$ cat config.mk
export PLATFORM = sky130hd
export DESIGN_NAME = arcade_input_mapper_flat
export DESIGN_NICKNAME = d
export VERILOG_FILES = /design/src/rtl/arcade_input_mapper_if.sv /design/src/rtl/arcade_input_mapper.sv /design/src/flat_wrapper.sv
export SDC_FILE = /design/constraint.sdc
export NUM_CORES = 1
export LEC_CHECK = 0
export CAP_MARGIN = 0
export CELL_PAD_IN_SITES_DETAIL_PLACEMENT = 0
export CELL_PAD_IN_SITES_GLOBAL_PLACEMENT = 1
export CORE_MARGIN = 4
export CORE_UTILIZATION = 38
export CTS_BUF_LIST = sky130_fd_sc_hd__clkbuf_4 sky130_fd_sc_hd__clkbuf_8
export CTS_CLUSTER_DIAMETER = 40
export DETAILED_ROUTE_END_ITERATION = 12
export PLACE_DENSITY = 0.87
export RECOVER_POWER = 25
export SETUP_SLACK_MARGIN = 0.02
export SYNTH_ARGS = -nofsm -noshare
export SYNTH_HDL_FRONTEND = slang
export SYNTH_SLANG_ARGS = --single-unit
$ cat constraint.sdc
create_clock -name clk_sys -period 6.7 [get_ports clk_sys]
set_input_delay 0.67 -clock clk_sys [delete_from_list [all_inputs] [get_ports clk_sys]]
set_output_delay 0.67 -clock clk_sys [all_outputs]
set_load 0.05 [all_outputs]
$ cat src/rtl/arcade_input_mapper_if.sv
// Keyboard/joystick inputs and per-player control outputs of the input mapper.
// Master drives ps2/joystick/config and samples the mapped controls.
interface arcade_input_mapper_if #(
    parameter int NBTN = 2
);
    logic [64:0]     ps2_key;
    logic [15:0]     joy0;
    logic [15:0]     joy1;
    logic [1:0]      rotate;
    logic            autofire_en;
    logic [3:0]      p1_dir;
    logic [3:0]      p2_dir;
    logic [NBTN-1:0] p1_btn;
    logic [NBTN-1:0] p2_btn;
    logic            start1;
    logic            start2;
    logic            coin;

    modport master (
        output ps2_key, joy0, joy1, rotate, autofire_en,
        input  p1_dir, p2_dir, p1_btn, p2_btn, start1, start2, coin
    );

    modport slave (
        input  ps2_key, joy0, joy1, rotate, autofire_en,
        output p1_dir, p2_dir, p1_btn, p2_btn, start1, start2, coin
    );
endinterface

$ cat src/rtl/arcade_input_mapper.sv
// Merges PS/2 keys and two joysticks into rotated, SOCD-cleaned arcade controls; no backpressure.
// All outputs registered: one clk_sys cycle from input (or key event) to output.
module arcade_input_mapper #(
    parameter int          NBTN        = 2,
    parameter logic [23:0] COIN_CYCLES = 24'd2400000,
    parameter logic [23:0] AF_CYCLES   = 24'd1000000
) (
    input logic                  clk_sys,
    input logic                  reset,
    arcade_input_mapper_if.slave io
);
    typedef enum logic [1:0] {COIN_IDLE, COIN_PULSE, COIN_WAIT_REL} coin_state_t;

    // Key state uses the joystick bit layout so both can be OR-ed directly.
    logic [10:0]     key_q, key_n;
    logic            toggle_q;
    logic            key_evt, key_press;
    logic [10:0]     raw_p1, raw_p2;
    logic            coin_req, coin_req_q;
    coin_state_t     coin_state, coin_state_n;
    logic [23:0]     coin_cnt, coin_cnt_n;
    logic [23:0]     af_cnt, af_cnt_n;
    logic            af_phase, af_phase_n;
    logic [1:0]      fire0_q;
    logic            af_sync;
    logic [NBTN-1:0] btn1_n, btn2_n;
    logic            unused_bits;

    assign key_evt   = (io.ps2_key[64] != toggle_q) && (io.ps2_key[63:24] == 40'd0);
    assign key_press = (io.ps2_key[15:8] != 8'hF0);

    always_comb begin
        key_n = key_q;
        if (key_evt) begin
            case (io.ps2_key[7:0])
                8'h75:        key_n[3]  = key_press;
                8'h72:        key_n[2]  = key_press;
                8'h6B:        key_n[1]  = key_press;
                8'h74:        key_n[0]  = key_press;
                8'h29, 8'h14: key_n[4]  = key_press;
                8'h11:        if (NBTN > 1) key_n[5] = key_press;
                8'h12:        if (NBTN > 2) key_n[6] = key_press;
                8'h1A:        if (NBTN > 3) key_n[7] = key_press;
                8'h05:        key_n[8]  = key_press;
                8'h06:        key_n[9]  = key_press;
                8'h2E:        key_n[10] = key_press;
                default:      ;
            endcase
        end
    end

    assign raw_p1   = key_n | io.joy0[10:0];
    assign raw_p2   = io.joy1[10:0];
    assign coin_req = raw_p1[10] | raw_p2[10];

    // d = {up,down,left,right}; mode names where each physical input direction ends up.
    function automatic logic [3:0] orient(input logic [3:0] d, input logic [1:0] rot);
        logic [3:0] o;
        case (rot)
            2'd1:    o = {d[0], d[1], d[3], d[2]};
            2'd2:    o = {d[2], d[3], d[0], d[1]};
            2'd3:    o = {d[1], d[0], d[2], d[3]};
            default: o = d;
        endcase
        if (o[3] && o[2]) o[3:2] = 2'b00;
        if (o[1] && o[0]) o[1:0] = 2'b00;
        return o;
    endfunction

    // A fresh fire0 press restarts the autofire phase so the first shot is immediate.
    assign af_sync = (raw_p1[4] && !fire0_q[0]) || (raw_p2[4] && !fire0_q[1]);

    always_comb begin
        af_cnt_n   = af_cnt + 24'd1;
        af_phase_n = af_phase;
        if (af_sync) begin
            af_cnt_n   = 24'd0;
            af_phase_n = 1'b1;
        end else if (af_cnt >= AF_CYCLES - 24'd1) begin
            af_cnt_n   = 24'd0;
            af_phase_n = ~af_phase;
        end
        btn1_n = raw_p1[4 +: NBTN];
        btn2_n = raw_p2[4 +: NBTN];
        if (io.autofire_en) begin
            btn1_n[0] = raw_p1[4] & af_phase_n;
            btn2_n[0] = raw_p2[4] & af_phase_n;
        end
    end

    always_comb begin
        coin_state_n = coin_state;
        coin_cnt_n   = coin_cnt;
        case (coin_state)
            COIN_IDLE: begin
                if (coin_req && !coin_req_q) begin
                    coin_state_n = COIN_PULSE;
                    coin_cnt_n   = COIN_CYCLES - 24'd1;
                end
            end
            COIN_PULSE: begin
                if (coin_cnt == 24'd0) coin_state_n = coin_req ? COIN_WAIT_REL : COIN_IDLE;
                else                   coin_cnt_n   = coin_cnt - 24'd1;
            end
            COIN_WAIT_REL: if (!coin_req) coin_state_n = COIN_IDLE;
            default:       coin_state_n = COIN_IDLE;
        endcase
    end

    always_ff @(posedge clk_sys) begin
        if (reset) begin
            coin_state <= COIN_IDLE;
            coin_cnt   <= 24'd0;
        end else begin
            coin_state <= coin_state_n;
            coin_cnt   <= coin_cnt_n;
        end
    end

    // Under reset the edge history tracks live inputs, so held coin/toggle are not seen as new.
    always_ff @(posedge clk_sys) begin
        if (reset) begin
            key_q      <= '0;
            toggle_q   <= io.ps2_key[64];
            coin_req_q <= io.joy0[10] | io.joy1[10];
            af_cnt     <= 24'd0;
            af_phase   <= 1'b1;
            fire0_q    <= 2'b00;
            io.p1_dir  <= 4'd0;
            io.p2_dir  <= 4'd0;
            io.p1_btn  <= '0;
            io.p2_btn  <= '0;
            io.start1  <= 1'b0;
            io.start2  <= 1'b0;
            io.coin    <= 1'b0;
        end else begin
            key_q      <= key_n;
            toggle_q   <= io.ps2_key[64];
            coin_req_q <= coin_req;
            af_cnt     <= af_cnt_n;
            af_phase   <= af_phase_n;
            fire0_q    <= {raw_p2[4], raw_p1[4]};
            io.p1_dir  <= orient(raw_p1[3:0], io.rotate);
            io.p2_dir  <= orient(raw_p2[3:0], io.rotate);
            io.p1_btn  <= btn1_n;
            io.p2_btn  <= btn2_n;
            io.start1  <= raw_p1[8] | raw_p2[8];
            io.start2  <= raw_p1[9] | raw_p2[9];
            io.coin    <= (coin_state_n == COIN_PULSE);
        end
    end

    assign unused_bits = ^{io.joy0[15:11], io.joy1[15:11], io.ps2_key[23:16], raw_p1[7:4], raw_p2[7:4]};
endmodule

$ cat src/flat_wrapper.sv
// flat-port wrapper written by rule: the top's interface ports become plain ports
module arcade_input_mapper_flat 
#(
    parameter int          NBTN        = 2,
    parameter logic [23:0] COIN_CYCLES = 24'd2400000,
    parameter logic [23:0] AF_CYCLES   = 24'd1000000
)
  (clk_sys, reset, io_ps2_key, io_joy0, io_joy1, io_rotate, io_autofire_en, io_p1_dir, io_p2_dir, io_p1_btn, io_p2_btn, io_start1, io_start2, io_coin);
  arcade_input_mapper_if #(.NBTN(NBTN)) io_i ();
  input logic clk_sys;
  input logic reset;
  input wire logic [$bits(io_i.ps2_key)-1:0] io_ps2_key;
  input wire logic [$bits(io_i.joy0)-1:0] io_joy0;
  input wire logic [$bits(io_i.joy1)-1:0] io_joy1;
  input wire logic [$bits(io_i.rotate)-1:0] io_rotate;
  input wire logic [$bits(io_i.autofire_en)-1:0] io_autofire_en;
  output wire logic [$bits(io_i.p1_dir)-1:0] io_p1_dir;
  output wire logic [$bits(io_i.p2_dir)-1:0] io_p2_dir;
  output wire logic [$bits(io_i.p1_btn)-1:0] io_p1_btn;
  output wire logic [$bits(io_i.p2_btn)-1:0] io_p2_btn;
  output wire logic [$bits(io_i.start1)-1:0] io_start1;
  output wire logic [$bits(io_i.start2)-1:0] io_start2;
  output wire logic [$bits(io_i.coin)-1:0] io_coin;
  assign io_i.ps2_key = io_ps2_key;
  assign io_i.joy0 = io_joy0;
  assign io_i.joy1 = io_joy1;
  assign io_i.rotate = io_rotate;
  assign io_i.autofire_en = io_autofire_en;
  assign io_p1_dir = io_i.p1_dir;
  assign io_p2_dir = io_i.p2_dir;
  assign io_p1_btn = io_i.p1_btn;
  assign io_p2_btn = io_i.p2_btn;
  assign io_start1 = io_i.start1;
  assign io_start2 = io_i.start2;
  assign io_coin = io_i.coin;
  arcade_input_mapper #(.NBTN(NBTN), .COIN_CYCLES(COIN_CYCLES), .AF_CYCLES(AF_CYCLES)) u_core (.clk_sys(clk_sys), .reset(reset), .io(io_i));
endmodule
Word level (Yosys, flattened, before mapping) --
Cells that the tools add are included.
Word-level totals: bits in writable memories 0, memories kept 0, word-level logic and storage cells 99, register bits 79, bits in latches 0, memory bits (read-only) 0
Operators by class: bitwise logic cells 8, muxes and demuxes 28, $mul 0, $add $sub $neg 2, divide/modulo/power cells 0, shift-type cells 0, equality and inequality tests 20, order comparisons 1, reduce and logical (&&, ||, !) cells 23
Operators with widths (number):
- 2-to-1 mux 24 bit | 2
- case mux 24 bit (2 select lines) | 1
- logical NOT 40 bit | 1
- == test 8 x 7 -> 1 bit, second input constant | 4
- adder 24 x 1 -> 24 bit, second input constant | 1
- >= comparator 24 x 20 -> 1 bit, second input constant | 1
- logical NOT 24 bit | 1
- case mux 4 bit (3 select lines) | 2
- subtractor 24 x 1 -> 24 bit, second input constant | 1
- == test 8 x 3 -> 1 bit, second input constant | 2
- == test 8 x 5 -> 1 bit, second input constant | 2
- == test 8 x 6 -> 1 bit, second input constant | 2
- 2-to-1 mux 1 bit | 14
- OR 11 bit | 1
- OR reduction 2 bit | 5
- logical AND 1 bit | 8
- 2-to-1 mux 2 bit | 4
- 2-to-1 mux 4 bit | 2
- inequality test 8 bit, second input constant | 1
- == test 2 x 1 -> 1 bit, second input constant | 3
- == test 2 bit, second input constant | 3
- 2-to-1 mux 6 bit | 1
- case mux 2 bit (3 select lines) | 1
- OR 1 bit | 4
- 12 further kinds | 15

Longest topological paths before layout --
Gate-level depths: netlist of run 1.
depth after elaboration 10, mapped depth 9

Worst setup path before layout of run 1 --
Ideal clock, no wire load.
path type input to register, from input io_ps2_key[34], to register u_core.af_cnt[11], setup time 64 ps, setup slack 4001 ps, stages 8, required time 6636 ps, buffers on the path 1, data arrival time 2635 ps, path through nor4_1 -> nand2_1 -> or4_1 -> o31a_1 -> o31ai_4 -> nand3_4 -> buf_6 -> nor2_1
On the way: cells in the longest elaborated chain, start to end 7
RTL lines:
- start: declaration | line flat_wrapper.sv:12 | input wire logic [$bits(io_i.ps2_key)-1:0] io_ps2_key;
- logical NOT 40 bit | line arcade_input_mapper.sv:29 | assign key_evt = (io.ps2_key[64] != toggle_q) && (io.ps2_key[63:24] == 40'd0);
- logical AND 1 bit | line arcade_input_mapper.sv:29
- 2-to-1 mux 6 bit | line arcade_input_mapper.sv:34 | if (key_evt) begin
- OR 11 bit | line arcade_input_mapper.sv:52 | assign raw_p1 = key_n | io.joy0[10:0];
- logical AND 1 bit | line arcade_input_mapper.sv:71 | assign af_sync = (raw_p1[4] && !fire0_q[0]) || (raw_p2[4] && !fire0_q[1]);
- logical OR 1 bit | line arcade_input_mapper.sv:71
- OR reduction 3 bit (no source line)
- end signal: assignment | line arcade_input_mapper.sv:140 | af_cnt <= af_cnt_n;
- end: declaration | line arcade_input_mapper.sv:22 | logic [23:0] af_cnt, af_cnt_n;
Every way passes these cells. A chain may end at the register's enable or synchronous reset.

Worst setup path after layout of run 1 --
from input io_ps2_key[56], to register u_core.coin_cnt[21]
On the way: cells in the longest elaborated chain, start to end 8
RTL lines:
- logical NOT 40 bit | line arcade_input_mapper.sv:29
- logical AND 1 bit | line arcade_input_mapper.sv:29
- 2-to-1 mux 3 bit | line arcade_input_mapper.sv:34
- OR 11 bit | line arcade_input_mapper.sv:52
- OR 1 bit | line arcade_input_mapper.sv:54 | assign coin_req = raw_p1[10] | raw_p2[10];
- logical AND 1 bit | line arcade_input_mapper.sv:96 | if (coin_req && !coin_req_q) begin
- inequality test 2 x 1 -> 1 bit (no source line)
- AND reduction 3 bit (no source line)
- end signal: assignment | line arcade_input_mapper.sv:116 | coin_cnt <= coin_cnt_n;
- end: declaration | line arcade_input_mapper.sv:21 | logic [23:0] coin_cnt, coin_cnt_n;
Every way passes these cells.

==> results.md, run 1 <==
* Outcome: finished with violations
* Failing checks: capacitance limit, slew limit
* Syn. warnings at 0
* Vias in the first global route at 3,616
* HP Start: u_core.fire0_q[0]
* Met1 Use GR at 22.3%
* Area of the multi-input gates at 0.00225 sq mm
* Peak VDD IR at 0.138 mV
* Post-synthesis mux area share at 2.87%
* Vias at 3,773
* Post-synthesis sequential area ratio at 40.3%
* GR Overflow Total at 0
* Number of synthesized register bits at 79
* Routing usage on met3 at 3.23%
* CTS Hold Bufs at 0
* First-pass GRT wire length at 16,900 microns
* Post-route ant nets at 0
* Die Y at 110 microns
* R2R cell count at 7
* Type of origin of the critical path: input port
* Post-synth EDFFs at 0
* Max-cap viol count at 1
* Initial antenna violation count at 0
* Residual DRC at 0
* Critical path class: in2reg
* Crit-path max FO at 14
* Top Ports at 117
* RSZ-0062 raised after global routing: no
* CP arrival at 3.42 ns
* Clock latency at the later pin of the worst-skew pair at 0.35 ns
* Min Tclk post-route at 3.18 ns
* Root buf cell: clkbuf_8
* Avg Cell Area, Syn at 8.41 sq um
* Initial Utilization at 39.6%
* Clock sink count at 79
* GRT Total Usage at 17.5%
* Per-cell routed wire length at 14.4 microns
* Detail Placement HPWL at 7550 microns
* Hold EP: u_core.io.p1_btn[0]
* Largest net degree at the start of global routing at 46
* Sum of negative setup slack at 0 ns
* Post-synth top flop: dfxtp_1
* Largest family of logic cells by synthesized area: simple AND/OR/NAND/NOR gates
* H-Tree Depth at 3
* Final core occ at 52.4%
* Final slew viol count at 46
* Horiz. Die Dim at 110 microns
* Compound-cell area share of the yosys netlist at 13.1%
* Pwr Density at 209 mW/mm^2
* Crit Reg-Reg Endpoint: u_core.coin_cnt[15]
* Core Area at 0.00991 sq mm
* Reg-to-Reg Start: u_core.coin_cnt[7]
* Share of cells above drive strength 1 at 5.30%
* Type of the tightest min-delay check: reg2reg
* Fillcell total at 952
* # setup viols final at 0
* CP required at 6.94 ns
* Register Area at 0.00158 sq mm
* Post_cts resized at 0
* Iteration-0 DRC Markers at 148
* Worst reg-to-reg setup slack at 3.64 ns
* CTS tree: yes
* CTS Buf Count at 9
* Cells after Synth at 467
* Worst slew pin tran at 2.00 ns
* Via density at 5.40
* Row count at 36
* # diodes at 0
* Yosys cell types at 51
* CP endpoint kind: register
* Hold Vio Cnt, Final at 0
* Leakage at 1.81 nW
* Iteration count of the initial detailed-routing pass at 5
* Final GP Congestion at 0.827
* Slew HR at -33.3%
* Number of setup buffers added after CTS at 0
* WL final at 10,000 microns
* Post-synthesis xor/xnor area fraction at 4.46%
* Asr flop ratio synth at 0%
* Gr busiest metal: met2
* Highest Clock Rate at 314 MHz
* Met2 usage at 29.9%
* Maximum buffer depth of the clock tree at 2
* Synth Area in Simple Gates at 35.6%
* Nets at 665
* Post-Synth Adder-Cell Area at 0.637%
* Clock skew at 0.0124 ns
* Worst-path clk slew at 0.08 ns
* IO buf count at 94
* Final period utilization at 47.5%
* WHS Path Cells at 1
* Layout area overhead at 32.1%
* Die area at 0.0120 sq mm
* Synth Cell Area at 0.00393 sq mm
==> sequential cells by signal (all words and copies together) (netlist names) <==
register,count
u_core.af_cnt,24
u_core.coin_cnt,24
u_core.key_q,9
u_core.io.p1_dir,4
u_core.io.p2_dir,4
u_core.coin_state,2
u_core.fire0_q,2
u_core.io.p1_btn,2
u_core.io.p2_btn,2
u_core.af_phase,1
u_core.coin_req_q,1
u_core.io.coin,1
u_core.io.start1,1
u_core.io.start2,1
u_core.toggle_q,1
==> logic make-up after synthesis <==
family | Yosys count
mux | 11
fa+ha+maj | 2
simple gates | 251
compound gates | 76
other cells | 1
flops | 79
buf+inv | 27
xor+xnor | 20
==> worst max-delay path, stage by stage <==
cell and delay [ns]:
clkdlybuf4s50_1 0.44, nor4_1 0.33, nand4_1 0.19, nor4_2 0.40, a2111o_1 0.32, nand3_1 0.48, and4_1 0.39, a211oi_1 0.20
==> placed cells by master (no fill, tap or decap), types with 5 or more instances in the layout <==
cell | netlist | routed
dfxtp_1 | 79 | 79
clkdlybuf4s50_1 | 0 | 77
nor2_1 | 58 | 58
nor4_1 | 34 | 34
nand3_1 | 26 | 26
nand2_1 | 24 | 24
or3_1 | 20 | 20
a21oi_1 | 18 | 17
dlygate4sd3_1 | 0 | 17
nor3_1 | 15 | 15
xor2_1 | 14 | 14
and3_1 | 14 | 14
a31oi_1 | 14 | 14
or4_1 | 13 | 13
inv_1 | 11 | 11
nand2b_1 | 11 | 11
mux2i_1 | 9 | 9
clkbuf_8 | 0 | 9
o21ai_1 | 8 | 8
o31ai_1 | 7 | 7
nand4_1 | 6 | 6
xnor2_1 | 6 | 6
o22ai_1 | 5 | 5
==> synthesized netlist by cell type (4+ instances only) <==
library cell | number | area, sq um
or4_1 | 13 | 97.6
dfxtp_1 | 79 | 1580
buf_2 | 5 | 25.0
mux2i_1 | 9 | 90.1
o22ai_1 | 5 | 31.3
nand3_1 | 26 | 130
o21ai_1 | 8 | 40.0
nor3_1 | 15 | 75.1
or2_2 | 4 | 25.0
and3_1 | 14 | 87.6
nor4_1 | 34 | 213
a21boi_1 | 4 | 30.0
inv_1 | 11 | 41.3
or3_1 | 20 | 125
clkbuf_1 | 10 | 37.5
nand2_1 | 24 | 90.1
xnor2_1 | 6 | 52.6
a21oi_1 | 18 | 90.1
nand4_1 | 6 | 37.5
nand2b_1 | 11 | 68.8
nor2b_1 | 4 | 25.0
o31ai_1 | 7 | 52.6
xor2_1 | 14 | 123
nor2_1 | 58 | 218
o221ai_1 | 4 | 35.0
a31oi_1 | 14 | 87.6
==> stage by stage <==
step	instance area, sq um	setup WS, ns	power [mW]	hold slack (ns)	std cells
after floorplan	3940	4.00	0.640	0.434	470
after global placement	4990	3.23	0.726	0.443	683
after detailed placement	4990	3.21	0.730	0.458	683
after CTS	5190	3.59	1.09	0.469	699
after global routing	5190	3.27	1.14	0.495	699
final	5190	3.52	1.08	0.465	699
==> how the worst max path moves through the flow <==
stage	slack [ns]	cells past startpoint	end	startpoint
floorplan	4.00	8	u_core.af_cnt[11]	io_ps2_key[34]
global placement	3.23	8	u_core.io.p1_dir[1]	io_ps2_key[53]
detailed placement	3.21	8	u_core.io.p1_dir[1]	io_ps2_key[38]
CTS	3.59	8	u_core.io.p1_dir[1]	io_ps2_key[38]
global route	3.27	8	u_core.coin_cnt[20]	io_ps2_key[35]
finish	3.52	8	u_core.coin_cnt[21]	io_ps2_key[56]
==> power by group <==
part | switching, mW | internal, mW
logic | 0.116 | 0.0976
clock network | 0.186 | 0.179
registers | 0.0142 | 0.491
total | 0.316 | 0.768
==> metal layers <==
metal	share of wire (%)	vias up
li1	-	1944
met2	49	79
met4	1.7	0
met3	3.8	17
met1	46	1733
met5	0	-
==> layout make-up <==
class                      count  area share, %
sequential                    79           30.5
clock inverter                 6           1.35
multi-input combinational    364           43.3
tap                          133           3.21
inverter                      11          0.796
timing repair buffer          96           18.3
clock buffer                  10           2.53
Note: power is estimated with default switching activity, not from simulation.
==> run 2, diff against run 1 <==
--- a/config.mk
+++ b/config.mk
@@ -9,11 +9,11 @@
 export CELL_PAD_IN_SITES_DETAIL_PLACEMENT = 0
 export CELL_PAD_IN_SITES_GLOBAL_PLACEMENT = 1
 export CORE_MARGIN = 4
-export CORE_UTILIZATION = 38
+export CORE_UTILIZATION = 36
 export CTS_BUF_LIST = sky130_fd_sc_hd__clkbuf_4 sky130_fd_sc_hd__clkbuf_8
 export CTS_CLUSTER_DIAMETER = 40
 export DETAILED_ROUTE_END_ITERATION = 12
-export PLACE_DENSITY = 0.87
+export PLACE_DENSITY = 0.83
 export RECOVER_POWER = 25
 export SETUP_SLACK_MARGIN = 0.02
 export SYNTH_ARGS = -nofsm -noshare
==> constraint.sdc (replaced) <==
create_clock -name clk_sys -period 3 [get_ports clk_sys]
set_input_delay 0.3 -clock clk_sys [delete_from_list [all_inputs] [get_ports clk_sys]]
set_output_delay 0.3 -clock clk_sys [all_outputs]
set_load 0.05 [all_outputs]
==> run 2 against run 1 <==
Against the previous run: the run now ends clean; hold slack got worse by 0.0036 ns; count of clock-buffer cells in the layout stayed put; sequential cell count stayed put; non-clock buffer count rose by 18; critical endpoint unchanged; largest cell class unchanged; largest power group unchanged.
==> results.md, run 2 (synthesis gave the netlist of run 1 again) <==
* Final slew viol count at 0 (-100%)
* Post-route ant nets at 0 (unchanged)
* Top Layer Used: met4
* Critical path class: reg2reg
* Most frequent cells in the layout: dfxtp_1 (79), clkdlybuf4s50_1 (77), nor2_1 (58)
* Initial Utilization at 37.6% (-2.1 points)
* Flop pwr share at 44.7% (-1.9 points)
* IO buf count at 94 (unchanged)
* Initial antenna violation count at 0 (unchanged)
* Leakage at 1.91 nW (+5.2%)
* Detail Placement HPWL at 8190 microns (+8.4%)
* Pwr Density at 471 mW/mm^2 (+130%)
* Peak VDD IR at 0.340 mV (+150%)
* # diodes at 0 (unchanged)
* Type of origin of the critical path: register
* Vias at 3,889 (+3.1%)
* Iteration-0 DRC Markers at 162 (+9.5%)
* WL met2 at 5270 microns (+7.1%)
* Wire length on met3 at 417 microns (+11%)
* CTS Hold Bufs at 0 (unchanged)
* Per-cell routed wire length at 14.5 microns (+1.1%)
* Crit-path max FO at 5 (-9)
* RSZ-0062 raised after global routing: no
* H-Tree Depth at 3 (unchanged)
* Clock share of power at 35.3% (+1.6 points)
* Largest net degree at the start of global routing at 26 (-43%)
* Sum of negative setup slack at 0 ns (unchanged)
* Layout area overhead at 36.4%
* Root buf cell: clkbuf_8
* Fillcell total at 1,005 (+5.6%)
* Via density at 5.40 (about the same)
* Post_cts resized at 0 (unchanged)
* WHS Path Cells at 1 (unchanged)
* # setup viols final at 0 (unchanged)
* Most common cell after layout, fill and taps aside: dfxtp_1
* Type of the tightest min-delay check: reg2reg
* M1 WL at 4650 microns (+1.7%)
* Crit Reg-Reg Endpoint: u_core.coin_cnt[21]
* CP arrival at 2.87 ns (-0.55 ns)
* Clock skew at 0.0166 ns (+0.00426 ns)
* Hold EP: u_core.io.p1_btn[0]
* Sw power at 0.704 mW (+120%)
* Residual DRC at 0 (unchanged)
* Share of cells above drive strength 1 at 7.71% (+2.4 points)
* P_int at 1.82 mW (+140%)
* Worst-path clk slew at 0.08 ns (about the same)
* Final period utilization at 87.7%
* GRT Total Usage at 17.0% (-0.52 points)
* Max-cap viol count at 0 (-1)
* Reg-to-Reg Start: u_core.coin_cnt[7]
* Clock latency at the later pin of the worst-skew pair at 0.37 ns (+0.02 ns)
* Horiz. Die Dim at 112 microns (+2.5%)
* Iteration count of the initial detailed-routing pass at 4 (-1)
* CTS tree: yes
* Die area at 0.0126 sq mm (+5.1%)
* Final Cell Area at 0.00536 sq mm (+3.3%)
* Row count at 37 (+2.8%)
* CP required at 3.24 ns (-3.70 ns)
* First-pass GRT wire length at 17,800 microns (+5.4%)
* Worst slew pin tran at 0.620 ns (-1.38 ns)
* Maximum buffer depth of the clock tree at 2 (unchanged)
* Largest registers: u_core.af_cnt: 24 flops, u_core.coin_cnt: 24 flops, u_core.key_q: 9 flops
* Final GP Congestion at 0.822 (-0.64%)
* Clock sink count at 79 (unchanged)
* GR Overflow Total at 0 (unchanged)
* Highest Clock Rate at 380 MHz
* WL final at 10,500 microns (+4.1%)
* CTS Buf Count at 9 (unchanged)
* Core Area at 0.0105 sq mm (+5.6%)
* R2R cell count at 7 (unchanged)
* Outcome: finished, final reports clean
* Logic pwr share at 20.0% (+0.3 points)
* Vias in the first global route at 3,755 (+3.8%)
* Sw Ratio at 27.9% (-1.3 points)
* CP endpoint kind: register
* Number of setup buffers added after CTS at 0 (unchanged)
* Top Ports at 117 (unchanged)
* Min Tclk post-route at 2.63 ns
* Die Y at 112 microns (+2.5%)
* Nets at 683 (+2.7%)
* HP Start: u_core.fire0_q[0]
* Area post-placement at 0.00514 sq mm (+3.0%)
* Slew HR at 58.4% (+92 points)
* Worst reg-to-reg setup slack at 0.37 ns (-3.27 ns)
* Hold Vio Cnt, Final at 0 (unchanged)
## run 2: cell types whose count changed in the layout (fill, tap and decap cells not counted), sizes merged
cell,previous run,this run
bufinv,1,2
clkinvlp,0,1
clkinv,4,2
buf,1,19
## run 2: critical path: stages (launching register included)
cell and delay [ns]:
dfxtp_1 0.34, nor4_1 0.51, nand4bb_1 0.28, or4_1 0.52, nor2_1 0.14, nor4bb_1 0.43, and4_1 0.25, a211oi_1 0.05
## run 2: layout make-up
type	instances	area (sq um)	area share, %
sequential	79	1580	29.5
timing repair buffer	114	1100	20.5
clock inverter	6	93.8	1.75
inverter	11	41.3	0.770
multi-input combinational	364	2240	41.8
tap	136	170	3.18
clock buffer	10	131	2.45
## run 2: worst max path at each step
| stage | endpoint | slack (ns) | startpoint |
|---|---|---|---|
| final | u_core.coin_cnt[21] | 0.37 | u_core.coin_cnt[7] |
| after global routing | u_core.coin_cnt[21] | 0.13 | u_core.coin_cnt[7] |
| after CTS | u_core.af_cnt[19] | 0.42 | io_ps2_key[30] |
| after detailed placement | u_core.af_cnt[19] | 0.04 | io_ps2_key[30] |
| after global placement | u_core.af_cnt[3] | 0.08 | io_ps2_key[30] |
| after floorplan | u_core.af_cnt[11] | 0.67 | io_ps2_key[34] |
## run 2: power groups by stage
stage | clock network [mW] | registers, mW | logic (mW)
after floorplan | 0 | 1.19 | 0.242
after global placement | 0 | 1.15 | 0.499
after detailed placement | 0 | 1.15 | 0.509
after CTS | 0.921 | 1.13 | 0.511
after global routing | 0.971 | 1.14 | 0.554
final | 0.890 | 1.13 | 0.504
## run 2: metal layers
| metal | global-route usage [%] | vias up |
|---|---|---|
| li1 | - | 1974 |
| met1 | 21.0 | 1829 |
| met2 | 29.0 | 73 |
| met3 | 4.85 | 13 |
| met4 | 4.25 | 0 |
| met5 | 0 | - |
## run 2: per-stage QoR
| stage | total power [mW] | std cells | hold WS [ns] | utilization (%) | setup slack, ns |
|---|---|---|---|---|---|
| floorplan | 1.43 | 470 | 0.328 | - | 0.671 |
| global placement | 1.65 | 704 | 0.438 | 49.2 | 0.0828 |
| detailed placement | 1.66 | 704 | 0.442 | 49.2 | 0.0359 |
| CTS | 2.56 | 720 | 0.424 | 51.3 | 0.418 |
| global route | 2.66 | 720 | 0.480 | 51.2 | 0.128 |
| finish | 2.52 | 720 | 0.461 | 51.2 | 0.370 |
